===== config.mk =====
export PLATFORM = sky130hd
export DESIGN_NAME = spi_txn_arbiter
export DESIGN_NICKNAME = d
export VERILOG_FILES = /design/src/rtl/spi_ctrl_pkg.sv /design/src/rtl/rr_arbiter.sv /design/src/rtl/spi_txn_arbiter.sv
export SDC_FILE = /design/constraint.sdc
export NUM_CORES = 1
export LEC_CHECK = 0
export CAP_MARGIN = 5
export CORE_ASPECT_RATIO = 0.7
export CORE_MARGIN = 2
export CORE_UTILIZATION = 34
export DETAILED_ROUTE_END_ITERATION = 10
export GPL_ROUTABILITY_DRIVEN = 0
export PLACE_DENSITY = 0.65
export SYNTH_ARGS = -nofsm -noshare
export SYNTH_HDL_FRONTEND = slang
export SYNTH_SLANG_ARGS = --single-unit
export TNS_END_PERCENT = 30

===== constraint.sdc =====
create_clock -name clk -period 5.3 [get_ports clk]
set_input_delay 1.06 -clock clk [delete_from_list [all_inputs] [get_ports clk]]
set_output_delay 1.06 -clock clk [all_outputs]
set_load 0.03 [all_outputs]

===== src/rtl/spi_ctrl_pkg.sv =====
// rtl/spi_ctrl_pkg.sv - shared constants, state encoding and frame helper for the SPI transaction arbiter
package spi_ctrl_pkg;

  localparam logic [7:0] SYNC_BYTE_DEFAULT = 8'h5A;
  localparam logic [2:0] FRAME_BYTES       = 3'd6;

  typedef enum logic [2:0] {
    ST_IDLE = 3'd0,
    ST_ARB  = 3'd1,
    ST_XFER = 3'd2,
    ST_GAP  = 3'd3,
    ST_DONE = 3'd4,
    ST_ERR  = 3'd5
  } state_e;

  // Frame layout: header, address, then write word little-endian.
  function automatic logic [7:0] frame_byte(input logic [7:0]  sync_byte,
                                            input logic [7:0]  addr,
                                            input logic [31:0] wdata,
                                            input logic [2:0]  idx);
    case (idx)
      3'd0:    frame_byte = sync_byte;
      3'd1:    frame_byte = addr;
      3'd2:    frame_byte = wdata[7:0];
      3'd3:    frame_byte = wdata[15:8];
      3'd4:    frame_byte = wdata[23:16];
      3'd5:    frame_byte = wdata[31:24];
      default: frame_byte = 8'h00;
    endcase
  endfunction

endpackage


===== src/rtl/rr_arbiter.sv =====
// rtl/rr_arbiter.sv - combinational round-robin picker starting the search at ptr
module rr_arbiter #(
  parameter int NREQ = 3,
  parameter int IW   = $clog2(NREQ)
) (
  input  logic [NREQ-1:0] req,
  input  logic [IW-1:0]   ptr,
  output logic [NREQ-1:0] gnt,
  output logic [IW-1:0]   idx,
  output logic            any
);

  int j;

  always_comb begin
    gnt = '0;
    idx = '0;
    any = 1'b0;
    j   = 0;
    for (int i = 0; i < NREQ; i++) begin
      j = (int'(ptr) + i) % NREQ;
      if (!any && req[j]) begin
        any    = 1'b1;
        gnt[j] = 1'b1;
        idx    = IW'(j);
      end
    end
  end

endmodule


===== src/rtl/spi_txn_arbiter.sv =====
// rtl/spi_txn_arbiter.sv - round-robin arbiter serialising register frames onto an SPI byte engine
module spi_txn_arbiter
  import spi_ctrl_pkg::*;
#(
  parameter int         NREQ           = 3,
  parameter int         TIMEOUT_CYCLES = 65535,
  parameter logic [7:0] SYNC_BYTE      = SYNC_BYTE_DEFAULT
) (
  input  logic              clk,
  input  logic              rstn,
  input  logic [NREQ-1:0]   req,
  input  logic [NREQ*8-1:0] req_addr,
  input  logic [NREQ*32-1:0] req_wdata,
  output logic [NREQ-1:0]   gnt,
  output logic [NREQ-1:0]   done,
  output logic              err,
  output logic [31:0]       rdata,
  output logic              busy,
  output logic              m_ready,
  output logic [7:0]        m_tx_data,
  input  logic              m_valid,
  input  logic [7:0]        m_rx_data
);

  localparam int             IW       = $clog2(NREQ);
  localparam int             TW       = $clog2(TIMEOUT_CYCLES + 1);
  localparam logic [TW-1:0]  TMO_LAST = TW'(TIMEOUT_CYCLES - 1);

  state_e          state_q, state_d;
  logic [NREQ-1:0] gnt_q, gnt_d;
  logic [IW-1:0]   idx_q, idx_d;
  logic [IW-1:0]   ptr_q, ptr_d;
  logic [7:0]      addr_q, addr_d;
  logic [31:0]     wdata_q, wdata_d;
  logic [2:0]      cnt_q, cnt_d;
  logic [TW-1:0]   tmo_q, tmo_d;
  logic [31:0]     rdata_q, rdata_d;

  logic [NREQ-1:0] arb_gnt;
  logic [IW-1:0]   arb_idx;
  logic            arb_any;

  rr_arbiter #(.NREQ(NREQ), .IW(IW)) u_rr (
    .req (req),
    .ptr (ptr_q),
    .gnt (arb_gnt),
    .idx (arb_idx),
    .any (arb_any)
  );

  always_ff @(posedge clk or negedge rstn) begin
    if (!rstn) begin
      state_q <= ST_IDLE;
      gnt_q   <= '0;
      idx_q   <= '0;
      ptr_q   <= '0;
      addr_q  <= '0;
      wdata_q <= '0;
      cnt_q   <= '0;
      tmo_q   <= '0;
      rdata_q <= '0;
    end else begin
      state_q <= state_d;
      gnt_q   <= gnt_d;
      idx_q   <= idx_d;
      ptr_q   <= ptr_d;
      addr_q  <= addr_d;
      wdata_q <= wdata_d;
      cnt_q   <= cnt_d;
      tmo_q   <= tmo_d;
      rdata_q <= rdata_d;
    end
  end

  always_comb begin
    state_d = state_q;
    gnt_d   = gnt_q;
    idx_d   = idx_q;
    ptr_d   = ptr_q;
    addr_d  = addr_q;
    wdata_d = wdata_q;
    cnt_d   = cnt_q;
    tmo_d   = tmo_q;
    rdata_d = rdata_q;
    unique case (state_q)
      ST_IDLE: if (|req) state_d = ST_ARB;
      ST_ARB: begin
        if (arb_any) begin
          gnt_d   = arb_gnt;
          idx_d   = arb_idx;
          addr_d  = req_addr[8*int'(arb_idx) +: 8];
          wdata_d = req_wdata[32*int'(arb_idx) +: 32];
          cnt_d   = '0;
          tmo_d   = '0;
          rdata_d = '0;
          state_d = ST_XFER;
        end else begin
          state_d = ST_IDLE;
        end
      end
      ST_XFER: begin
        if (m_valid) begin
          cnt_d = cnt_q + 3'd1;
          // Data bytes arrive LSB first, so shift in from the top.
          if (cnt_q >= 3'd2) rdata_d = {m_rx_data, rdata_q[31:8]};
          state_d = ST_GAP;
        end else if (tmo_q == TMO_LAST) begin
          state_d = ST_ERR;
        end else begin
          tmo_d = tmo_q + 1'b1;
        end
      end
      ST_GAP: begin
        if (cnt_q < FRAME_BYTES) begin
          tmo_d   = '0;
          state_d = ST_XFER;
        end else begin
          state_d = ST_DONE;
        end
      end
      ST_DONE, ST_ERR: begin
        gnt_d   = '0;
        ptr_d   = (idx_q == IW'(NREQ - 1)) ? '0 : idx_q + 1'b1;
        state_d = ST_IDLE;
      end
      default: state_d = ST_IDLE;
    endcase
  end

  assign gnt       = gnt_q;
  assign done      = (state_q == ST_DONE || state_q == ST_ERR) ? gnt_q : '0;
  assign err       = (state_q == ST_ERR);
  assign rdata     = (state_q == ST_ERR) ? 32'h0 : rdata_q;
  assign busy      = (state_q != ST_IDLE);
  assign m_ready   = (state_q == ST_XFER);
  assign m_tx_data = (state_q == ST_XFER) ? frame_byte(SYNC_BYTE, addr_q, wdata_q, cnt_q) : 8'h00;

endmodule


Word-level counts from Yosys, hierarchy flattened
Index checks and enable logic that the tools add are counted.
{"block": "op_classes", "n_addsub": 5, "multipliers": 0, "div": 3, "n_lt_le_gt_ge": 8, "n_eq_ne": 20, "shift": 2, "n_mux": 49, "bitwise": 2, "reduce_logical": 22}
{"op": "32-bit 2-to-1 mux", "count": 4}
{"op": "32-bit by 1-bit >= comparator with 1-bit output, second input constant", "count": 3}
{"op": "32-bit by 4-bit less-than comparator with 1-bit output, second input constant", "count": 3}
{"op": "96-bit by 8-bit variable part select with 32-bit output", "count": 1}
{"op": "32-bit by 3-bit remainder unit with 32-bit output, second input constant", "count": 2}
{"op": "16-bit 2-to-1 mux", "count": 4}
{"op": "32-bit case mux with 2 select lines", "count": 1}
{"op": "16-bit case mux with 3 select lines", "count": 1}
{"op": "8-bit case mux with 6 select lines", "count": 1}
{"op": "3-bit 2-to-1 mux", "count": 11}
{"op": "3-bit by 3-bit remainder unit with 32-bit output, second input constant", "count": 1}
{"op": "24-bit by 6-bit variable part select with 8-bit output", "count": 1}
{"op": "16-bit by 1-bit adder with 16-bit output, second input constant", "count": 1}
{"op": "16-bit == test, second input constant", "count": 1}
{"op": "3-bit by 2-bit == test with 1-bit output, second input constant", "count": 4}
{"op": "3-bit == test, second input constant", "count": 4}
{"op": "1-bit 2-to-1 mux", "count": 12}
{"op": "3-bit case mux with 2 select lines", "count": 2}
{"op": "3-bit case mux with 4 select lines", "count": 1}
{"op": "2-bit 2-to-1 mux", "count": 5}
{"op": "2-bit != test, second input constant", "count": 5}
{"op": "8-bit 2-to-1 mux", "count": 1}
{"op": "1-bit binary-select mux with 2-bit select", "count": 3}
{"op": "1-bit demux with 2-bit select", "count": 3}
{"op": "other kinds (23)", "count": 36}
{"block": "totals", "ff_bits": 101, "latchBits": 0, "ram_bits": 0, "romBits": 0, "out_inout_bits": 49, "wordCells": 120, "memories": 0}

Longest topological paths before layout
{"block": "depth", "depth_word": 13, "mapped_depth": 11}

Modules after synthesis
A second synthesis with hierarchy kept.
{"block": "hier_totals", "hier_cells": 720, "area_unflattened_um2": 6150.9}
{"module": "spi_txn_arbiter", "instances": 1, "cells_per_inst": 668, "area_each_um2": 5769.3}
{"module": "rr_arbiter", "instances": 1, "cells_per_inst": 52, "area_each_um2": 381.6}

Worst setup path before layout
No wires, ideal clock.
{"block": "synth_path", "kind": "register to output", "from": "register state_q[0]", "to": "output port m_tx_data[1]", "arrival_ns": 2.550, "t_required_ns": 4.240, "slack_ns": 1.690, "stages_incl_launch_ff": 6, "cell_sequence": "dfrtp_1 buf_6 clkbuf_1 nor3b_1 o41ai_1 a31oi_1"}
{"block": "synth_via", "elab_chain_cells": 2}
{"element": "start, declared", "line_no": "spi_txn_arbiter.sv:29", "text": "state_e state_q, state_d;"}
{"element": "start signal, assigned", "line_no": "spi_txn_arbiter.sv:63", "text": "state_q <= state_d;"}
{"element": "3-bit by 2-bit == test with 1-bit output"}
{"element": "net m_ready", "line_no": "spi_txn_arbiter.sv:19", "text": "output logic m_ready,"}
{"element": "8-bit 2-to-1 mux", "line_no": "spi_txn_arbiter.sv:136", "text": "assign m_tx_data = (state_q == ST_XFER) ? frame_byte(SYNC_BYTE, addr_q, wdata_q, cnt_q) : 8'h00;"}
{"element": "end, declared", "line_no": "spi_txn_arbiter.sv:20", "text": "output logic [7:0] m_tx_data,"}
The timed path passes the listed nets, and every way through them passes these cells.

Worst setup path in the final report
{"block": "layout_path", "from": "register state_q[2]", "to": "output port rdata[8]"}
{"block": "layout_via", "elab_chain_cells": 2}
{"element": "3-bit == test", "line_no": "spi_txn_arbiter.sv:133", "text": "assign rdata = (state_q == ST_ERR) ? 32'h0 : rdata_q;"}
{"element": "32-bit 2-to-1 mux", "line_no": "spi_txn_arbiter.sv:133"}
{"element": "end, declared", "line_no": "spi_txn_arbiter.sv:17", "text": "output logic [31:0] rdata,"}
Every way passes these cells.

==> impl_metrics.env <==
export IMPL_maxCapViolations=0
export IMPL_core_rowCount=40
export IMPL_critPathRequiredTime_ns=4.24
export IMPL_syn_num_nets=832
export IMPL_report_final_slew_viol_count=0
export IMPL_setup_reg_to_reg_worst_slack_ns=2.07
export IMPL_post_cts_setup_buffer_count=0
export IMPL_antenna_violations_before_repair=1
export IMPL_worst_setup_path_end_kind="output port"
export IMPL_clkPwrFrac_pct=16.7
export IMPL_postSynth_asyncResetShare_pct=100
export IMPL_report_final_setup_viol=0
export IMPL_core_area_mm2=0.0173
export IMPL_power_uw=3960
export IMPL_cts_root_buffer="clkbuf_16"
export IMPL_netlist_instances=687
export IMPL_area_growth_syn_to_layout_pct=36.9
export IMPL_post_cts_resized=0
export IMPL_cts_inserted_buffers=9
export IMPL_cell_variety_after_synth=56
export IMPL_netSwitchingPower_uw=1730
export IMPL_wp_data_arrival_ns=3.10
export IMPL_tritoncts_num_sinks=101
export IMPL_irDropWorstVdd_v=0.000225
export IMPL_status="finished, final reports clean"
export IMPL_die_x_um=164
export IMPL_most_common_layout_cells="181 x clkdlybuf4s50_1, 132 x nand2_1, 101 x dfrtp_1, 86 x nand3_1, 45 x mux2i_1"
export IMPL_grt_setup_unrepaired="no"
export IMPL_fin_crit_ns=4.16
export IMPL_combPwrFrac_pct=50.2
export IMPL_antennaDiodeCount=0
export IMPL_power_share_switching_pct=43.7
export IMPL_post_cts_hold_buffer_count=0
export IMPL_ant_nets=0
export IMPL_power_per_cell_area_mw_per_mm2=477
export IMPL_nets=978
export IMPL_worst_hold_startpoint="rdata_q[22]"
export IMPL_min_path_type="reg2reg"
export IMPL_intPower_uw=2230
export IMPL_cts_tree="built"
export IMPL_worstSkewPairLatency_ns=0.35
export IMPL_timing_hold_worst_path_depth=2
export IMPL_post_synth_top_area_cell="dfrtp_1"
export IMPL_synth_yosys_warnings=0
export IMPL_synth_top_cells_by_area="dfrtp_1 42%, nand2_1 8.2%, mux2i_1 7.4%"
export IMPL_htree_num_levels=3
export IMPL_grt_util_all_layers_pct=18.8
export IMPL_boundaryPins=183
export IMPL_first_pass_grt_wire_length_um=28300
export IMPL_post_drt_wl_per_cell_um=16.8
export IMPL_portBuffers=182
export IMPL_dr_pass1_iters=5
export IMPL_clock_tree_buffer_depth=2
export IMPL_path_class="reg2out"
export IMPL_seq_power_share_pct=33.1
export IMPL_power_leakage_uw=0.00347
export IMPL_rr_startpoint="ptr_q[0]"
export IMPL_report_final_hold_viol_count=0
export IMPL_post_synth_instance_area_mm2=0.00607
export IMPL_cp_start_kind="flop"
export IMPL_reg_clk_slew_reported_paths_ns=0.08
export IMPL_first_iter_violations=469
export IMPL_final_seq_area_mm2=0.00253
export IMPL_crit_reg2reg_capture="addr_q[4]"
export IMPL_fin_worst_skew_ns=0.00844
export IMPL_synth_enable_flop_cells=0
export IMPL_reg2regPathDepth=8
export IMPL_dpl_hpwl_um=13000
export IMPL_maxSlewHeadroom_pct=37.3
export IMPL_initial_core_util_pct=35.0
export IMPL_via_count=5630
export IMPL_post_drt_via_cell_ratio=5.27
export IMPL_yosys_most_used_dff="dfrtp_1"
export IMPL_hold_ws_ns=0.485
export IMPL_finalNonFillerCells=1069
export IMPL_yosysSeqAreaShare_pct=41.6
export IMPL_post_route_util_pct=48.0
export IMPL_fillerInstances=1769
export IMPL_layout_cells_most_common="clkdlybuf4s50_1"
export IMPL_grt_start_max_net_pins=75
export IMPL_grt_total_ovfl=0
export IMPL_max_slew_worst_pin_slew_ns=0.939
export IMPL_multiInputGateArea_mm2=0.00322
export IMPL_dieArea_mm2=0.0190
export IMPL_critical_path_max_fanout=33
export IMPL_ys_ff_latch=101
export IMPL_syn_area_per_cell_um2=8.83
export IMPL_drt_wl_total_um=18000
export IMPL_tns_ns=0
export IMPL_yosysTopAreaCellShare_pct=41.6
export IMPL_layout_drive_gt1_share_pct=5.01
export IMPL_min_to="rdata_q[14]"
export IMPL_die_y_um=116
export IMPL_period_share_pct=78.4
export IMPL_first_global_vias=5404
export IMPL_dpl_cell_count=1053
export IMPL_detail_route_drc_violations=0
export IMPL_clock_fmax_mhz=241
area by class of cell:
type / count / share of cell area (%)
clock buffer: 9 / 2.71
clock inverter: 7 / 0.798
inverter: 17 / 0.768
multi-input combinational: 512 / 38.7
sequential: 101 / 30.4
tap: 231 / 3.48
timing repair buffer: 192 / 23.1
how the worst max path moves through the flow:
stage                    start           end  slack (ns)  depth (start not counted)
floorplan           state_q[0]  m_tx_data[1]        1.69                          5
global placement        req[1]   wdata_q[24]        1.38                          7
detailed placement      req[1]   wdata_q[24]        1.35                          7
CTS                 state_q[2]      rdata[8]        1.14                          5
global route        state_q[2]      rdata[9]        0.90                          5
finish              state_q[2]      rdata[8]        1.14                          5
power by group through the flow:
stage	combinational, uW	sequential, uW	clock (uW)
floorplan	1350	1220	0
global placement	1990	1320	0
detailed placement	2000	1320	0
CTS	2010	1310	677
global route	2180	1360	699
finish	1990	1310	661
through the flow:
step,setup slack (ns),area [um2]
final,1.14,8310
after CTS,1.14,8310
after floorplan,1.69,6070
after global placement,1.38,8020
after detailed placement,1.35,8020
after global routing,0.895,8310
flip-flops by register name, summed over array words and instances, names as in the netlist, 3 cells and up:
name     count
tmo_q       16
addr_q       8
wdata_q     32
gnt          3
cnt_q        3
rdata_q     32
state_q      3
Yosys cell counts (3+ instances only):
master / number
nor3_1: 3
buf_4: 3
clkbuf_1: 21
o31ai_1: 15
or4_1: 10
buf_6: 5
a22oi_1: 14
o211ai_1: 40
or3_1: 3
nand2b_1: 3
a31oi_1: 9
a21oi_1: 18
buf_1: 7
a221oi_1: 3
o21ai_0: 7
nor2b_1: 4
ha_1: 11
dfrtp_1: 101
nand2_1: 132
mux2_2: 3
buf_2: 21
and3_1: 8
mux2i_1: 45
o41ai_1: 4
or4b_1: 3
and2_1: 36
nand4_1: 5
inv_1: 17
nand3_1: 86
a21o_1: 5
nor4_1: 3
nor2_1: 12
critical path, cell delays in order (launching register included):
cell	delay, ns
dfrtp_1	0.60
inv_1	0.23
nor2_1	0.28
nand2_1	0.58
and2_1	0.42
clkdlybuf4s50_1	0.62
per-layer routing:
layer	global-route usage, %	vias to the layer above	wire length (um)
met5	0	-	10
li1	-	2772	-
met1	26.3	2677	8490
met4	3.16	2	97
met3	5.87	8	1400
met2	29.3	171	7960
kinds of logic (layout without fill, tap and decap cells):
| family | Yosys count | after routing | synth area share [%] |
|---|---|---|---|
| flops | 101 | 101 | 41.6 |
| buf+inv | 74 | 225 | 5.81 |
| mux | 48 | 48 | 7.98 |
| fa+ha+maj | 11 | 11 | 2.27 |
| compound gates | 134 | 134 | 16.1 |
| simple gates | 319 | 319 | 26.2 |
No activity file was read; power rests on OpenSTA's default activity.
